[src/rtl/keypad_scanner.sv]
// 4x4 matrix keypad scanner: synchronises the rows, strobes one column per
// window, classifies each full sweep as none/single/multi and debounces
// press and release over DEBOUNCE_SCANS identical sweeps.
// Optional macro KEYPAD_HISTORY_EN: builds an 8-digit history of accepted
// codes on digitsOut; otherwise digitsOut carries only keyCode.
module keypad_scanner #(
    parameter int unsigned SCAN_BITS      = 17,
    parameter int unsigned DEBOUNCE_SCANS = 4
) (
    input  logic        clk,
    input  logic        rst_n,
    input  logic [3:0]  row,
    output logic [3:0]  col,
    output logic [3:0]  keyCode,
    output logic        keyValid,
    output logic        keyHeld,
    output logic [31:0] digitsOut
);

    localparam int unsigned WIN_BITS  = SCAN_BITS - 2;
    localparam logic [3:0]  DB_TARGET = 4'(DEBOUNCE_SCANS);

    typedef enum logic [1:0] {IDLE, DEBOUNCE, PRESSED, RELEASE} state_t;

    logic [3:0]           row_meta_q, row_sync_q;
    logic [SCAN_BITS-1:0] scan_q, scan_d;
    state_t               state_q, state_d;
    logic [3:0]           cnt_q, cnt_d;
    logic [3:0]           cand_q, cand_d;
    logic [3:0]           key_code_q, key_code_d;
    logic                 key_valid_q, key_valid_d;
    logic [1:0]           acc_hits_q, acc_hits_d;
    logic [3:0]           acc_code_q, acc_code_d;

    logic [1:0] col_idx;
    logic       win_end, sweep_end;
    logic [2:0] n_low;
    logic [1:0] row_idx;
    logic [1:0] col_hits;
    logic [2:0] hit_sum;
    logic [1:0] tot;
    logic [3:0] sw_code;
    logic       accept;

    function automatic logic [3:0] key_map(input logic [1:0] c, input logic [1:0] r);
        logic [3:0] k;
        case ({c, r})
            4'h0: k = 4'h1;  4'h1: k = 4'h4;  4'h2: k = 4'h7;  4'h3: k = 4'h0;
            4'h4: k = 4'h2;  4'h5: k = 4'h5;  4'h6: k = 4'h8;  4'h7: k = 4'hF;
            4'h8: k = 4'h3;  4'h9: k = 4'h6;  4'hA: k = 4'h9;  4'hB: k = 4'hE;
            default: k = {2'b10, r} + 4'hA - 4'h8;
        endcase
        return k;
    endfunction

    assign col_idx   = scan_q[SCAN_BITS-1 -: 2];
    assign col       = ~(4'b0001 << col_idx);
    assign win_end   = &scan_q[WIN_BITS-1:0];
    assign sweep_end = &scan_q;
    assign keyCode   = key_code_q;
    assign keyValid  = key_valid_q;
    assign keyHeld   = (state_q == PRESSED) || (state_q == RELEASE);

    // Classify the current column sample and fold it into the sweep result
    always_comb begin
        n_low   = '0;
        row_idx = '0;
        for (int unsigned r = 0; r < 4; r++) begin
            if (!row_sync_q[r]) begin
                n_low   = n_low + 3'd1;
                row_idx = 2'(r);
            end
        end
        col_hits = (n_low >= 3'd2) ? 2'd2 : n_low[1:0];
        hit_sum  = {1'b0, acc_hits_q} + {1'b0, col_hits};
        tot      = (hit_sum >= 3'd2) ? 2'd2 : hit_sum[1:0];
        sw_code  = (col_hits != 2'd0) ? key_map(col_idx, row_idx) : acc_code_q;
        scan_d   = scan_q + 1'b1;
        acc_hits_d = acc_hits_q;
        acc_code_d = acc_code_q;
        if (win_end) begin
            acc_hits_d = sweep_end ? 2'd0 : tot;
            acc_code_d = sweep_end ? 4'd0 : sw_code;
        end
    end

    // Debounce FSM, advanced only on the sweep-end clock
    always_comb begin
        state_d = state_q;
        cnt_d   = cnt_q;
        cand_d  = cand_q;
        accept  = 1'b0;
        if (sweep_end) begin
            case (state_q)
                IDLE: begin
                    if (tot == 2'd1) begin
                        cand_d = sw_code;
                        cnt_d  = 4'd1;
                        if (DB_TARGET <= 4'd1) begin
                            state_d = PRESSED;
                            accept  = 1'b1;
                        end else begin
                            state_d = DEBOUNCE;
                        end
                    end
                end
                DEBOUNCE: begin
                    if (tot == 2'd1 && sw_code == cand_q) begin
                        cnt_d = cnt_q + 4'd1;
                        if (cnt_d == DB_TARGET) begin
                            state_d = PRESSED;
                            accept  = 1'b1;
                        end
                    end else begin
                        state_d = IDLE;
                        cnt_d   = 4'd0;
                    end
                end
                PRESSED: begin
                    if (tot == 2'd0) begin
                        cnt_d   = 4'd1;
                        state_d = (DB_TARGET <= 4'd1) ? IDLE : RELEASE;
                    end
                end
                RELEASE: begin
                    if (tot == 2'd0) begin
                        cnt_d = cnt_q + 4'd1;
                        if (cnt_d == DB_TARGET) begin
                            state_d = IDLE;
                            cnt_d   = 4'd0;
                        end
                    end else begin
                        state_d = PRESSED;
                    end
                end
                default: state_d = IDLE;
            endcase
        end
        key_code_d  = accept ? cand_d : key_code_q;
        key_valid_d = accept;
    end

    // Row synchroniser, scan counter, sweep accumulator and FSM registers
    always_ff @(posedge clk or negedge rst_n) begin
        if (!rst_n) begin
            row_meta_q  <= '1;
            row_sync_q  <= '1;
            scan_q      <= '0;
            state_q     <= IDLE;
            cnt_q       <= '0;
            cand_q      <= '0;
            key_code_q  <= '0;
            key_valid_q <= 1'b0;
            acc_hits_q  <= '0;
            acc_code_q  <= '0;
        end else begin
            row_meta_q  <= row;
            row_sync_q  <= row_meta_q;
            scan_q      <= scan_d;
            state_q     <= state_d;
            cnt_q       <= cnt_d;
            cand_q      <= cand_d;
            key_code_q  <= key_code_d;
            key_valid_q <= key_valid_d;
            acc_hits_q  <= acc_hits_d;
            acc_code_q  <= acc_code_d;
        end
    end

`ifdef KEYPAD_HISTORY_EN
    logic [31:0] hist_q, hist_d;

    always_comb begin
        hist_d = accept ? {hist_q[27:0], cand_d} : hist_q;
    end

    // History of the last eight accepted codes, newest in the low nibble
    always_ff @(posedge clk or negedge rst_n) begin
        if (!rst_n) hist_q <= '0;
        else        hist_q <= hist_d;
    end

    assign digitsOut = hist_q;
`else
    assign digitsOut = {28'b0, key_code_q};
`endif

endmodule
[config.mk]
export PLATFORM = sky130hd
export DESIGN_NAME = keypad_scanner
export DESIGN_NICKNAME = d
export VERILOG_FILES = /design/src/rtl/keypad_scanner.sv
export SDC_FILE = /design/constraint.sdc
export NUM_CORES = 1
export LEC_CHECK = 0
export CAP_MARGIN = 20
export CORE_ASPECT_RATIO = 1.2
export CORE_UTILIZATION = 40
export DETAILED_ROUTE_END_ITERATION = 8
export MAX_ROUTING_LAYER = met4
export SETUP_SLACK_MARGIN = 0.05
export SLEW_MARGIN = 20
export SYNTH_ARGS = -nofsm -noshare
export SYNTH_HDL_FRONTEND = slang
export SYNTH_SLANG_ARGS = --single-unit
[constraint.sdc]
create_clock -name clk -period 12.1 [get_ports clk]
set_input_delay 2.42 -clock clk [delete_from_list [all_inputs] [get_ports clk]]
set_output_delay 2.42 -clock clk [all_outputs]
set_load 0.01 [all_outputs]
; ---- Word level (Yosys, flattened, before mapping)
; Index checks and enable logic that the tools add are counted.
[op_classes]
add_sub_neg = 8
n_lt_le_gt_ge = 2
n_eq_ne = 22
n_shift = 1
muxes = 33
n_bitwise = 1
reduce_logical = 10
[ops]
columns = cell, n
row1 = $pmux W4 S12, 1
row2 = $mux W4, 10
row3 = $mux W2, 11
row4 = $reduce_and A21 Y1, 1
row5 = $eq A4 B3 Y1 const B, 5
row6 = $reduce_and A20 Y1, 1
row7 = $add A17 B1 Y17 const B, 1
row8 = $reduce_and A17 Y1, 1
row9 = $eq A4 B4 Y1 const B, 4
row10 = $pmux W4 S4, 1
row11 = $reduce_and A15 Y1, 1
row12 = $add A3 B1 Y3 const B, 3
row13 = $mux W3, 3
row14 = $eq A4 B2 Y1 const B, 2
row15 = $pmux W2 S4, 1
row16 = $ge A3 B2 Y1 const B, 2
row17 = $mux W1, 6
row18 = $ne A3 B3 Y1 const B, 2
row19 = $add A4 B1 Y4 const B, 1
row20 = $add A4 B4 Y4 const B, 1
row21 = $eq A2 B1 Y1 const B, 2
row22 = $eq A2 B2 Y1 const B, 2
row23 = $eq A4 B1 Y1 const B, 1
row24 = $eq A4 B4 Y1, 1
row25 = 11 further kinds, 13
[totals]
register_bits = 46
inputBits = 6
output_inout_bits = 42
wordCells = 87

; ---- Depth between registers and ports, before layout
; Gate-level depths: netlist of run 1.
[depth]
word_depth = 17
mapped_depth = 17
mapped_depth_nobuf = 17

; ---- Least setup slack after synthesis of run 1
; No wires, ideal clock.
[synth_timing]
kind = reg2reg
from = register row_sync_q[1]
to = register key_code_q[0] (netlist: keyCode[0])
setup_time_ps = 125
arrival_ps = 3953
required_ps = 11975
path_slack_ps = 8022
stages_incl_launch_ff = 18
path_buffers = 2
synth_period_minus_slack_ps = 4078
path_cell_list = dfstp_2 > inv_1 > ha_1 > buf_6 > xnor2_1 > ha_1 > nor2_1 > a31oi_4 > nor3_1 > ha_1 > inv_1 > fa_1 > nand3_1 > or4b_2 > clkbuf_1 > nand2_1 > o21ai_0 > mux2_4
[synth_via]
elab_cells_between_ends = 39
classes_between = add/sub (5) / order compare (2) / eq/ne (13) / mux (16) / reduce/logical (3)
[synth_lines]
columns = element, line
row1 = start: declaration, 25  ; logic [3:0] row_meta_q, row_sync_q;
row2 = start signal: assignment, 158  ; row_sync_q <= row_meta_q;
row3 = $mux W3, 69  ; if (!row_sync_q[r]) begin
row4 = $add A3 B1 Y3, 70  ; n_low = n_low + 3'd1;
row5 = $mux W3, 69
row6 = $add A3 B1 Y3, 70
row7 = $mux W3, 69
row8 = $ge A3 B2 Y1, 74  ; col_hits = (n_low >= 3'd2) ? 2'd2 : n_low[1:0];
row9 = $mux W2, 74
row10 = $add A2 B2 Y3, 75  ; hit_sum = {1'b0, acc_hits_q} + {1'b0, col_hits};
row11 = $ge A3 B2 Y1, 76  ; tot = (hit_sum >= 3'd2) ? 2'd2 : hit_sum[1:0];
row12 = $mux W2, 76
row13 = $eq A2 B1 Y1, 96  ; if (tot == 2'd1) begin
row14 = $mux W4 (*), 96
row15 = $mux W4 (*), 94  ; case (state_q)
row16 = $mux W4 (*), 93  ; if (sweep_end) begin
row17 = named net cand_d[0], 29  ; logic [3:0] cand_q, cand_d;
row18 = end signal: assignment, 163  ; key_code_q <= key_code_d;
row19 = end: declaration, 30  ; logic [3:0] key_code_q, key_code_d;
; Mark *: on every way through the listed nets, which the timed path passes. The rest lies on a longest branch.
; A chain may end at the register's enable or synchronous reset.

; ---- Final worst setup path of run 1
[layout_timing]
from = register row_sync_q[1]
to = register key_code_q[3] (netlist: keyCode[3])
; Same word-level chain as after synthesis.

==> summary.md, run 1 <==
| Metric | Value |
|---|---|
| All-Layer GR Usage | 15.7% |
| Most frequent cells in the layout | dfrtp_1, nand2_1, conb_1, nor2_1, clkdlybuf4s50_1 |
| H-tree levels | 2 |
| CTS tree | done |
| Pwr Density | 95.2 nW/um^2 |
| Final period util | 36.6% |
| Clock sinks | 46 |
| HP Class | reg -> reg |
| Post-synthesis async set-or-reset flop share | 100% |
| GR peak layer | met2 |
| Synth Instances | between 200 and 300 |
| GPL Wtd Cong | 0.856 |
| Cell row count | 33 |
| Dpl hpwl | ~3700 um |
| Fin nets | 323 |
| DRC | 0 |
| Most common cell after layout, fill and taps aside | dfrtp_1 |
| Die Ht | 94.9 um |
| Synth Area per Inst | 9.64 um^2 |
| Share of cells above drive strength 1 | 10.0% |
| Status | finished, final reports clean |
| Fin. Hold Viols | 0 |
| TNS Setup | 0 ns |
| M3 GR Usage | under 10% |
| Worst EP required | 12.35 ns |
| Worst hold slack | roughly 0.36 ns |
| Vias in the first global route | 1961 |
| Vias/cell | 4.94 |
| Rel. slew slack | about three fifths |
| CTS clk-pin slew, worst paths | 0.09 ns |
| Synth-to-Final Area Change | 6.97% |
| Tmin final | about 4.4 ns |
| Initial antenna violation count | 0 |
| First-pass iteration count of the detailed router | 4 |
| Post-synth EDFFs | 0 |
| Core area | 6900 um^2 |
| Post-CTS setup buffers | 0 |
| # IOs | 48 |
| Synth top area share | 33.1% |
| Largest cells by area after synthesis | dfrtp_1, buf_4, dfstp_2, xnor2_1, nand2_1 |
| Register area share after synthesis | about two fifths |
| First-pass GRT wire length | ~9000 um |
| Initial core utilization | between 40% and 50% |
| Cell variety after synth | 58 |
| Post-DR wirelength/cell | between 10 and 15 um |
| Cell Chain, Critical Path | inv_1, ha_1, xnor2_1, ha_1, nor2_1, a31oi_4, nor3_1, ha_1, inv_1, fa_1, nand3_1, or4b_2, o31ai_1, mux2_4 |
| Clock buffer count from CTS | 5 |
| Setup Crit Path Kind | reg -> reg |
| Slew Limit Fails | 0 |
| Clk buf depth | 2 |
| Critical path fanouts, max | 10 |
| N_diodes | 0 |
| Clock root cell | clkbuf_8 |
| Placed Area | 2980 um^2 |
| Peak Freq | 226 MHz |
| Die area | roughly 7500 um^2 |
| Met2 Use GR | 25.9% |
| Overflow after GRT | 0 |
| Buffers on Ports | 19 |
| Final ANT Viol Nets | 0 |
| Synth warnings | 0 |
| Static leakage | 1.31 nW |
| Die width | 79.4 um |
| DR iter-0 viols | 103 |
| Worst Setup Start Kind | register |
| RSZ-0062 raised after global routing | false |
| Largest net degree at the start of global routing | 47 |
| Max_cap viols | 0 |
| Met1 GRT Util | 19.5% |
| Clock skew | 0.0105 ns |
| Total wire length | 4990 um |
| Top cell by count, worst path | ha_1 |
| Slowest stage delay, CP | 0.76 ns |
| Dpl ws | 7.67 ns |
| Crit path DAT | 4.68 ns |
| Worst-Skew Late Latency | 0.30 ns |
| Worst path slowest cell | or4b_2 |
| Worst-margin pin slew | around 0.57 ns |
| Worst IR Drop VDD | between 0.04 and 0.05 mV |
| Crit end category | register |
| Post-synthesis cell area | 2870 um^2 |
| Setup ws final | about 7.7 ns |
| Total via count in the routed design | between 1500 and 2000 |
| Hold-fix buffers at CTS | 0 |
| Area leader, netlist | dfrtp_1 |
| Main synth FF type | dfrtp_1 |
| Fin area | 3070 um^2 |
| Post-CTS Resized | 0 |
| # setup viols final | 0 |
| FF+latch count, synth | 46 |
==> cell usage after synthesis (2+ instances only) <==
library cell and instances:
nor2_1 18, xor2_1 5, buf_4 32, mux2_4 4, nand3b_1 3, or4b_2 2
o21ai_0 12, a211oi_1 2, and4_1 2, nor3_1 3, a22oi_1 7, a21oi_1 7
mux2i_1 3, o211ai_1 3, nand2b_1 6, o31ai_1 3, buf_2 2, nand2_1 29
clkbuf_1 8, nor3b_1 2, dfstp_2 8, nand4_1 6, dfrtp_1 38, nor2b_1 9
inv_1 12, nand3_1 15, ha_1 8, xnor2_1 15, a31oi_1 2, and3_1 2
mux4_2 2, o2111ai_1 2
==> through the flow <==
stage / instances / util [%] / power, W
3_3_place_gp: 388 / 43.2 / 0.000196
3_5_place_dp: 388 / 43.2 / 0.000197
4_1_cts: 396 / 44.5 / 0.000297
5_1_grt: 396 / 44.6 / 0.000309
2_1_floorplan: 325 / - / 0.000195
6_report: 396 / 44.6 / 0.000293
==> cells by family (layout without fill, tap and decap cells) <==
kind of cell | Yosys count | in the layout | share of synthesized area, %
fa+ha+maj | 10 | 10 | 4.53
simple gates | 107 | 107 | 20.0
other cells | 1 | 28 | 0.130
buf+inv | 55 | 39 | 11.7
compound gates | 49 | 49 | 11.8
mux | 9 | 9 | 4.70
flops | 46 | 46 | 40.4
xor+xnor | 21 | 21 | 6.66
==> report_power, final <==
group	total (W)	internal, W	switching (W)
Sequential	0.000158	0.000156	0.00000189
Clock	0.0000989	0.0000418	0.0000571
Combinational	0.0000358	0.0000127	0.0000231
Total	0.000293	0.000211	0.0000821
==> final cells by class <==
type	instances	area, um^2
tap	87	109
sequential	46	1160
timing repair buffer	19	188
multi-input combinational	224	1480
inverter	12	45.0
clock inverter	3	25.0
clock buffer	5	68.8
fill	680	3820
==> registers in the layout, indices dropped and copies added (netlist names) <==
signal      count
scan_q         17
acc_code_q      4
state_q         2
row_meta_q      4
cnt_q           4
keyCode         4
acc_hits_q      2
row_sync_q      4
keyValid        1
cand_q          4
==> final timing paths <==
path	from	to	slack [ns]	depth (start not counted)
max in group asynchronous	rst_n	row_sync_q[0]$_DFF_PN1_	9.60	1
hold reg to reg	row_meta_q[2]$_DFF_PN1_	row_sync_q[2]$_DFF_PN1_	0.36	0
hold / removal	row_meta_q[2]$_DFF_PN1_	row_sync_q[2]$_DFF_PN1_	0.36	0
setup reg to reg	row_sync_q[1]$_DFF_PN1_	keyCode[3]$_DFFE_PN0P_	7.67	14
setup / recovery	row_sync_q[1]$_DFF_PN1_	keyCode[3]$_DFFE_PN0P_	7.67	14
min in group asynchronous	rst_n	scan_q[8]$_DFF_PN0_	2.10	1
==> routing by layer <==
layer | up-vias | wire (um)
met5 | - | 0
li1 | 993 | -
met1 | 911 | 2350
met3 | 5 | 160
met2 | 46 | 2420
met4 | 0 | 53
==> critical path, delay by kind of cell (launching register included) <==
kind	cells	cell delay (ns)
fa+ha+maj	4	1.40
simple gates	4	1.39
flops	1	0.57
compound gates	2	0.44
xor+xnor	1	0.28
mux	1	0.20
buf+inv	2	0.10
Power figures use the tool's default switching activity.
==> inputs of run 2 (changes only) <==
==> constraint.sdc (replaced) <==
create_clock -name clk -period 4.6 [get_ports clk]
set_input_delay 0.92 -clock clk [delete_from_list [all_inputs] [get_ports clk]]
set_output_delay 0.92 -clock clk [all_outputs]
set_load 0.01 [all_outputs]
==> summary.md, run 2 (synthesis results as in run 1) <==
| Metric | Value |
|---|---|
| Status | finished, final reports clean |
| Rel. slew slack | 61.3% (-0.60 points) |
| Worst EP required | 4.80 ns (-7.55 ns) |
| Most common cell after layout, fill and taps aside | dfrtp_1 |
| Worst-Skew Late Latency | 0.31 ns (about the same) |
| Slowest stage delay, CP | 0.57 ns (-0.19 ns) |
| Initial core utilization | 41.7% (unchanged) |
| Setup Crit Path Kind | reg -> reg |
| Largest net degree at the start of global routing | 47 (unchanged) |
| HP Class | reg -> reg |
| Die width | 79.4 um (unchanged) |
| CP bufs+invs | 2 (unchanged) |
| Overflow after GRT | 0 (unchanged) |
| CTS clk-pin slew, worst paths | 0.09 ns (about the same) |
| Pwr Density | 249 nW/um^2 (+160%) |
| Initial antenna violation count | 0 (unchanged) |
| Final period util | 90.3% (+54 points) |
| Static leakage | 1.33 nW (+0.80%) |
| Min-delay src | row_meta_q[1]$_DFF_PN1_ |
| Slew Limit Fails | 0 (unchanged) |
| Biggest register | scan_q |
| H-tree levels | 2 (unchanged) |
| Worst path slowest cell | dfstp_2 |
| Post-DR wirelength/cell | 12.4 um (-1.4%) |
| DR iter-0 viols | 101 (-1.9%) |
| Clock skew | 0.00818 ns (-0.00228 ns) |
| Pint | 0.000555 W (+160%) |
| All-Layer GR Usage | 15.1% (-0.69 points) |
| DRC | 0 (unchanged) |
| Clock root cell | clkbuf_8 |
| Hold-fix buffers at CTS | 0 (unchanged) |
| Tmin final | 4.16 ns (-0.272 ns) |
| Clock sinks | 46 (unchanged) |
| TNS Setup | 0 ns (unchanged) |
| Max reg flops | 17 (unchanged) |
| N_diodes | 0 (unchanged) |
| Fill count | 679 (-0.15%) |
| Part of the power in registers | 53.9% (about the same) |
| Total via count in the routed design | 2005 (+2.6%) |
| Cell Chain, Critical Path | inv_1, ha_2, xnor2_2, ha_1, nor2_2, a31oi_4, nor3_1, ha_1, inv_1, fa_1, nand3_1, nor2_1, o311ai_1, nor4_4, and4_4, mux2_4 |
| Synth-to-Final Area Change | 7.79% |
| CP startpoint | row_sync_q[1]$_DFF_PN1_ |
| Clock buffer count from CTS | 5 (unchanged) |
| Reg2Reg Setup Slack | 0.44 ns (-7.23 ns) |
| Most frequent cells in the layout | dfrtp_1, nand2_1, conb_1, clkdlybuf4s50_1, nor2_1 |
| RSZ-0062 raised after global routing | false |
| Worst-margin pin slew | 0.580 ns (+0.00903 ns) |
| CTS tree | done |
| Peak Freq | 241 MHz (+6.6%) |
| Max_cap viols | 0 (unchanged) |
| Top delay family on crit path | adder cells |
| Fin. Hold Viols | 0 (unchanged) |
| # setup viols final | 0 (unchanged) |
| Fin nets | 324 (+0.31%) |
| Dpl hpwl | 3600 um (-3.3%) |
| Sw Share | 28.1% (about the same) |
| Clock Power Share | 33.6% (-0.2 points) |
| First-pass GRT wire length | 8460 um (-5.3%) |
| Die Ht | 94.9 um (unchanged) |
| Finished Core Util | 44.9% (+0.34 points) |
| Reg2Reg Launch Point | row_sync_q[1]$_DFF_PN1_ |
| Worst IR Drop VDD | 0.172 mV (+260%) |
| GPL Wtd Cong | 0.860 (+0.47%) |
| Psw | 0.000217 W (+160%) |
| Vias in the first global route | 1857 (-5.3%) |
| Critical path fanouts, max | 10 (unchanged) |
| Buffers on Ports | 19 (unchanged) |
| # IOs | 48 (unchanged) |
| Crit path DAT | 4.35 ns (-0.33 ns) |
| Final ANT Viol Nets | 0 (unchanged) |
| First-pass iteration count of the detailed router | 4 (unchanged) |
| Core area | 6900 um^2 (unchanged) |
| Worst Setup Start Kind | register |
| Cell row count | 33 (unchanged) |
| Share of cells above drive strength 1 | 11.3% (+1.3 points) |
| Die area | 7530 um^2 (unchanged) |
| Combinational share of power | 12.5% (+0.3 points) |
| Clk buf depth | 2 (unchanged) |
| Crit end category | register |
| Post-CTS Resized | 0 (unchanged) |
| Total wire length | 4940 um (-1.1%) |
| Vias/cell | 5.05 (+2.3%) |
| Post-CTS setup buffers | 0 (unchanged) |
## run 2: cell count changes in the layout (fill, tap and decap cells not counted), sizes merged
cell,delta
buf,+1
## run 2: power groups by stage
stage	Clock [W]	Combinational, W	Sequential [W]
2_1_floorplan	0	0.0000921	0.000420
6_report	0.000259	0.0000968	0.000416
3_5_place_dp	0	0.0000949	0.000424
4_1_cts	0.000271	0.0000952	0.000416
3_3_place_gp	0	0.0000934	0.000423
5_1_grt	0.000287	0.000110	0.000417
## run 2: routing by layer
| layer | vias to the layer above | GRT usage (%) | routed length [um] |
|---|---|---|---|
| li1 | 998 | - | - |
| met1 | 944 | 18.8 | 2340 |
| met2 | 53 | 23.6 | 2280 |
| met3 | 10 | 3.09 | 201 |
| met4 | 0 | 6.36 | 114 |
| met5 | - | - | 0 |
## run 2: area by class of cell
class / count / area (um^2) / share of cell area, %
flip-flops and latches: 46 / 1160 / 37.5
clock inverters: 3 / 25.0 / 0.808
multi-input cells: 224 / 1490 / 48.2
clock buffers: 5 / 68.8 / 2.22
well taps: 87 / 109 / 3.51
inverters: 12 / 45.0 / 1.45
repair buffers: 20 / 195 / 6.30
## run 2: path summary, 6_finish.rpt
check                                           to  cells after the start
min                        row_sync_q[1]$_DFF_PN1_                      0
max reg2reg                 keyCode[0]$_DFFE_PN0P_                     16
min in group asynchronous      scan_q[8]$_DFF_PN0_                      1
min reg2reg                row_sync_q[1]$_DFF_PN1_                      0
max                         keyCode[0]$_DFFE_PN0P_                     16
max in group asynchronous  row_sync_q[2]$_DFF_PN1_                      1
## run 2: metrics by stage
| step | worst slack [ns] | total power, W | instances | instance area, um^2 | hold WS, ns |
|---|---|---|---|---|---|
| after CTS | 0.203 | 0.000782 | 397 | 3080 | 0.362 |
| after floorplan | 0.522 | 0.000513 | 325 | 2980 | 0.345 |
| final | 0.445 | 0.000772 | 397 | 3100 | 0.360 |
| after detailed placement | 0.211 | 0.000518 | 389 | 2990 | 0.348 |
| after global routing | 0.146 | 0.000815 | 397 | 3100 | 0.368 |
| after global placement | 0.358 | 0.000517 | 389 | 2990 | 0.346 |
